<file path="src/rtl/hazard_ctrl.sv">
// hazard_ctrl: operand forwarding, load-use and branch hazard handling, and a
// mul/div start/done sequencer with a watchdog. Drives the stall/flush controls
// of the pipeline registers and keeps stall/flush performance counters.
//
// Mul/div handshake: MdStart is a one-cycle request raised in the RUN cycle
// where a mul/div instruction is first seen in E. From the next cycle the FSM
// waits in BUSY. In every BUSY cycle MdDone is sampled as a level meaning
// "result valid". The unit must not assert MdDone outside BUSY, because it is
// ignored there. If MdDone never arrives, the watchdog ends the wait after
// MD_TIMEOUT BUSY cycles and sets the sticky MdTimeout flag.
module hazard_ctrl #(
  parameter int MD_TIMEOUT = 64,
  parameter int CNT_W      = 32
) (
  input  logic             clk,
  input  logic             reset,
  input  logic [4:0]       Rs1D,
  input  logic [4:0]       Rs2D,
  input  logic [4:0]       Rs1E,
  input  logic [4:0]       Rs2E,
  input  logic [4:0]       RdE,
  input  logic [4:0]       RdM,
  input  logic [4:0]       RdW,
  input  logic             RegWriteM,
  input  logic             RegWriteW,
  input  logic             ResultSrcE0,
  input  logic             PCSrcE,
  input  logic             MulDivE,
  input  logic             MdDone,
  output logic [1:0]       ForwardAE,
  output logic [1:0]       ForwardBE,
  output logic             StallF,
  output logic             StallD,
  output logic             StallE,
  output logic             FlushD,
  output logic             FlushE,
  output logic             FlushM,
  output logic             MdStart,
  output logic             MdTimeout,
  output logic [CNT_W-1:0] StallCycles,
  output logic [CNT_W-1:0] FlushCount,
  output logic [1:0]       md_state
);

  typedef enum logic [1:0] {
    RUN  = 2'd0,
    BUSY = 2'd1,
    DONE = 2'd2
  } md_state_t;

  localparam int WD_W = $clog2(MD_TIMEOUT) + 1;
  localparam logic [WD_W-1:0] WD_LAST = WD_W'(MD_TIMEOUT - 1);

  md_state_t       state;
  logic [WD_W-1:0] wd_cnt;
  logic            lw_stall;
  logic            md_stall;

  // Forwarding selects: the M stage holds the younger result, so it wins over W
  always_comb begin
    ForwardAE = 2'b00;
    ForwardBE = 2'b00;
    if (RegWriteM && (RdM != 5'd0) && (RdM == Rs1E))      ForwardAE = 2'b10;
    else if (RegWriteW && (RdW != 5'd0) && (RdW == Rs1E)) ForwardAE = 2'b01;
    if (RegWriteM && (RdM != 5'd0) && (RdM == Rs2E))      ForwardBE = 2'b10;
    else if (RegWriteW && (RdW != 5'd0) && (RdW == Rs2E)) ForwardBE = 2'b01;
  end

  // Hazard detection and stall/flush controls; a held E stage is never flushed
  always_comb begin
    lw_stall = ResultSrcE0 && (RdE != 5'd0) && ((Rs1D == RdE) || (Rs2D == RdE));
    md_stall = ((state == RUN) && MulDivE) || (state == BUSY);
    MdStart  = (state == RUN) && MulDivE;
    StallF   = lw_stall || md_stall;
    StallD   = lw_stall || md_stall;
    StallE   = md_stall;
    FlushM   = md_stall;
    FlushD   = PCSrcE;
    FlushE   = (lw_stall || PCSrcE) && !md_stall;
  end

  assign md_state = state;

  // Mul/div sequencer with watchdog; DONE is a one-cycle gap that blocks restart
  always_ff @(posedge clk or posedge reset) begin
    if (reset) begin
      state     <= RUN;
      wd_cnt    <= '0;
      MdTimeout <= 1'b0;
    end else begin
      case (state)
        RUN: begin
          wd_cnt <= '0;
          if (MulDivE) state <= BUSY;
        end
        BUSY: begin
          wd_cnt <= wd_cnt + WD_W'(1);
          if (MdDone) begin
            state <= DONE;
          end else if (wd_cnt == WD_LAST) begin
            MdTimeout <= 1'b1;
            state     <= DONE;
          end
        end
        DONE: begin
          wd_cnt <= '0;
          state  <= RUN;
        end
        default: begin
          wd_cnt <= '0;
          state  <= RUN;
        end
      endcase
    end
  end

  // Performance counters, free-running and wrapping
  always_ff @(posedge clk or posedge reset) begin
    if (reset) begin
      StallCycles <= '0;
      FlushCount  <= '0;
    end else begin
      if (StallF) StallCycles <= StallCycles + CNT_W'(1);
      if (FlushD) FlushCount  <= FlushCount + CNT_W'(1);
    end
  end

endmodule
</file>
<file path="config.mk">
export PLATFORM = sky130hd
export DESIGN_NAME = hazard_ctrl
export DESIGN_NICKNAME = d
export VERILOG_FILES = /design/src/rtl/hazard_ctrl.sv
export SDC_FILE = /design/constraint.sdc
export NUM_CORES = 1
export LEC_CHECK = 0
export CAP_MARGIN = 15
export CORE_MARGIN = 4
export CORE_UTILIZATION = 50
export DETAILED_ROUTE_END_ITERATION = 8
export GPL_TIMING_DRIVEN = 0
export MAX_ROUTING_LAYER = met4
export PLACE_DENSITY = 0.85
export SLEW_MARGIN = 20
export SYNTH_ARGS = -nofsm -noshare
export SYNTH_HDL_FRONTEND = slang
export SYNTH_SLANG_ARGS = --single-unit
</file>
<file path="constraint.sdc">
create_clock -name clk -period 6.1 [get_ports clk]
set_input_delay 1.83 -clock clk [delete_from_list [all_inputs] [get_ports clk]]
set_output_delay 1.83 -clock clk [all_outputs]
set_load 0.02 [all_outputs]
</file>
==> results.tsv <==
stage	metric	value	unit
clock_network	Worst-Skew Late Latency	0.35	ns
placement	HPWL after DPL	6.93	mm
finish	final net count	531	
finish	share of post-route cells with drive strength above 1	0.0918	
power_and_ir_drop	Gate power share	0.295	
drt	final WL	9.07	mm
logic_synthesis	Syn Nets	399	
setup_path	Critical Path Fanout Max	11	
drt	DRT Pass-1 Iters	4	
placement	placer congestion estimate	0.841	
power_and_ir_drop	internal power	0.00104	W
floorplanning	# rows	31	
clock_network	CTS H-tree depth	3	
logic_synthesis	Yosys reg bits	74	
setup_path	r2r startpoint	FlushCount[11]	
sta	Worst Max-Slew Pin Slew	0.605	ns
logic_synthesis	Yosys top cell area share	0.487	
sta	Clock Skew	0.0114	ns
sta	Final min period	5.89	ns
sta	f_max	170	MHz
status	outcome	complete, no violations	
setup_path	reg-to-reg slack, setup	4.04	ns
drt	wire length per cell	15.4	um
power_and_ir_drop	P per Cell Area	285	nW/um^2
floorplanning	core area	7330	sq um
global_route	initial antenna violation count	0	
setup_path	arrival time worst endpoint	4.06	ns
setup_path	CP required	4.27	ns
sta	RSZ-0062 raised after global routing	no	
logic_synthesis	post-synth top area cell	dfrtp_1	
hold_path	Hold Path Cell Cnt	1	
global_route	vias in the first global route	3157	
clock_network	CTS Root Cell	clkbuf_8	
power_and_ir_drop	Lkg Pwr	2.25	nW
clock_network	register clock-pin slew on the reported worst setup and hold paths	0.07	ns
floorplanning	IO Count	121	
floorplanning	die extent in y	95.2	um
setup_path	reg2reg end	FlushCount[28]	
clock_network	CTS tree	built	
global_route	overall routing resource usage	0.222	
clock_network	cts hold-fix bufs	0	
global_route	largest net degree at the start of global routing	56	
clock_network	CTS resizes	0	
power_and_ir_drop	Sw Ratio	0.323	
hold_path	Min-Delay Path Class	reg -> reg	
setup_path	crit path capture type	output pin	
logic_synthesis	Main synth FF type	dfrtp_1	
setup_path	Reg2Reg Depth	6	
finish	Fillers	496	
floorplanning	Starting Density	0.519	
global_route	global-route wire length before repair	15.4	mm
logic_synthesis	number of distinct library cells after synthesis	37	
setup_path	critical path type	in -> out	
drt	Final ANT Viol Nets	0	
sta	# setup viols final	0	
global_route	total gr overflow	0	
hold_path	beginning of the worst hold path	MdTimeout	
floorplanning	Die Area	9070	sq um
power_and_ir_drop	power share of the clock group	0.296	
floorplanning	DIE WIDTH	95.2	um
logic_synthesis	Post-synth EDFFs	0	
power_and_ir_drop	Flop pwr share	0.409	
hold_path	Hold Path End	MdTimeout	
logic_synthesis	synthesized area	3800	sq um
drt	drt via density	5.30	
logic_synthesis	top cells by area, synth	dfrtp_1, xnor2_1, xor2_1	
power_and_ir_drop	Net Sw Power	0.000499	W
placement	Place WS	0.0834	ns
logic_synthesis	Ys Warns	0	
logic_synthesis	Mapped Avg Cell Area	10.8	sq um
sta	fin crit share	0.966	
sta	hold violation count in the final report	0	
clock_network	CTS buffer count	9	
clock_network	CTS Sinks	74	
logic_synthesis	post-synthesis sequential area ratio	0.487	
job	# Max-Cap Violations	0	
sta	Slew Limit Headroom	0.593	
sta	fin. max-slew vios	0	
drt	DRC viols	0	
sta	final setup margin	0.208	ns
drt	initial DRC count	92	
drt	via count	3124	
sta	setup TNS	0	ns
clock_network	post-CTS setup buffers	0	
logic_synthesis	Gate Count Post-Synth	353	
logic_synthesis	Post-synth ARST share	1.00	
clock_network	CTS max path bufs	2	
finish	# diodes	0	
setup_path	startpoint types	input port	
finish	synthesis-to-finish area growth	42.2	%
power_and_ir_drop	peak supply drop	142	uV
placement	IO Port Bufs	120	
## cells in the final DEF (no fill, tap or decap), types with 5 or more instances in the layout
| master | count |
|---|---|
| nor4_1 | 9 |
| xnor2_1 | 55 |
| nand2_1 | 33 |
| nand4_1 | 19 |
| and3_1 | 8 |
| xor2_1 | 40 |
| clkdlybuf4s50_1 | 117 |
| nand3_1 | 26 |
| or4_1 | 5 |
| dfrtp_1 | 74 |
| nor2_1 | 22 |
| nor4_2 | 5 |
| clkbuf_8 | 9 |
| nor3_2 | 8 |
## synthesized netlist by cell type (2+ instances only)
library cell and count:
xor2_1 40, nand2_1 33, nand3_1 26, nor4_2 5
and3_1 8, ha_1 3, nor2_1 22, nor3_1 4
buf_4 3, or4_1 5, clkbuf_1 3, a21oi_1 2
nand2b_1 2, or3_1 3, xnor2_1 55, inv_1 5
and4_1 4, buf_6 3, nor4_1 9, dfrtp_1 74
o21ai_0 3, nand4_1 19, nor3_2 8
## kinds of logic (layout without fill, tap and decap cells)
group	after synthesis	count (layout)	share of synthesized area
adder cells (fa/ha/maj)	3	3	0.00987
AND/OR/NAND/NOR	153	153	0.235
flip-flops	74	74	0.487
AO/OA/AOI/OAI	11	11	0.0178
multiplexers	1	1	0.00296
XOR/XNOR	95	95	0.219
buffers and inverters	16	153	0.0289
## power by group through the flow
stage,Sequential (W),Clock (W),Combinational (W)
floorplan,0.000689,0,0.000186
global placement,0.000635,0,0.000448
detailed placement,0.000639,0,0.000460
CTS,0.000630,0.000464,0.000462
global route,0.000644,0.000490,0.000491
finish,0.000631,0.000457,0.000455
## flip-flops by register name, indices dropped and copies added (netlist names)
| register | flops |
|---|---|
| FlushCount | 32 |
| md_state | 2 |
| StallCycles | 32 |
| MdTimeout | 1 |
| wd_cnt | 7 |
## critical path: stages
cell and delay, ns:
clkdlybuf4s50_1 0.47, or4_1 0.55, o21ai_1 0.13, inv_1 0.07
a21oi_2 0.21, inv_2 0.10, buf_6 0.16, clkdlybuf4s50_1 0.54
## through the flow
stage,power (W),instances,hold WS (ns),utilization,area [sq um]
final,0.00154,589,0.458,0.738,5410
after global routing,0.00163,589,0.470,0.738,5410
after CTS,0.00156,589,0.462,0.737,5400
after detailed placement,0.00110,573,0.445,0.704,5160
after global placement,0.00108,572,0.440,0.700,5130
after floorplan,0.000874,353,0.432,-,3800
## worst max path at each step
stage	startpoint	endpoint	slack, ns	depth (start not counted)
after floorplan	RdM[1]	ForwardAE[0]	0.82	4
after global placement	RdE[1]	StallF	0.11	9
after detailed placement	RdM[1]	ForwardAE[0]	0.08	6
after CTS	RdE[1]	StallF	0.08	9
after global routing	RdE[1]	StallD	0.1	8
final	RdE[1]	StallD	0.21	8
## area by class of cell
cell class,instances,area [sq um],share of cell area
Multi-Input combinational cell,263,1840,0.341
Inverter,6,25.0,0.00463
Timing Repair Buffer,121,1240,0.229
Sequential cell,74,1850,0.342
Clock inverter,7,118,0.0217
Tap cell,99,124,0.0229
Clock buffer,9,124,0.0229
Buffer,10,87.6,0.0162
## metal layers
layer | track usage | vias up | share of wire
li1 | - | 1484 | -
met1 | 0.268 | 1512 | 0.40
met2 | 0.378 | 114 | 0.53
met3 | 0.0418 | 14 | 0.066
met4 | 0.0673 | 0 | 0.0097
met5 | - | - | 0
Note: power is estimated with default switching activity, not from simulation.
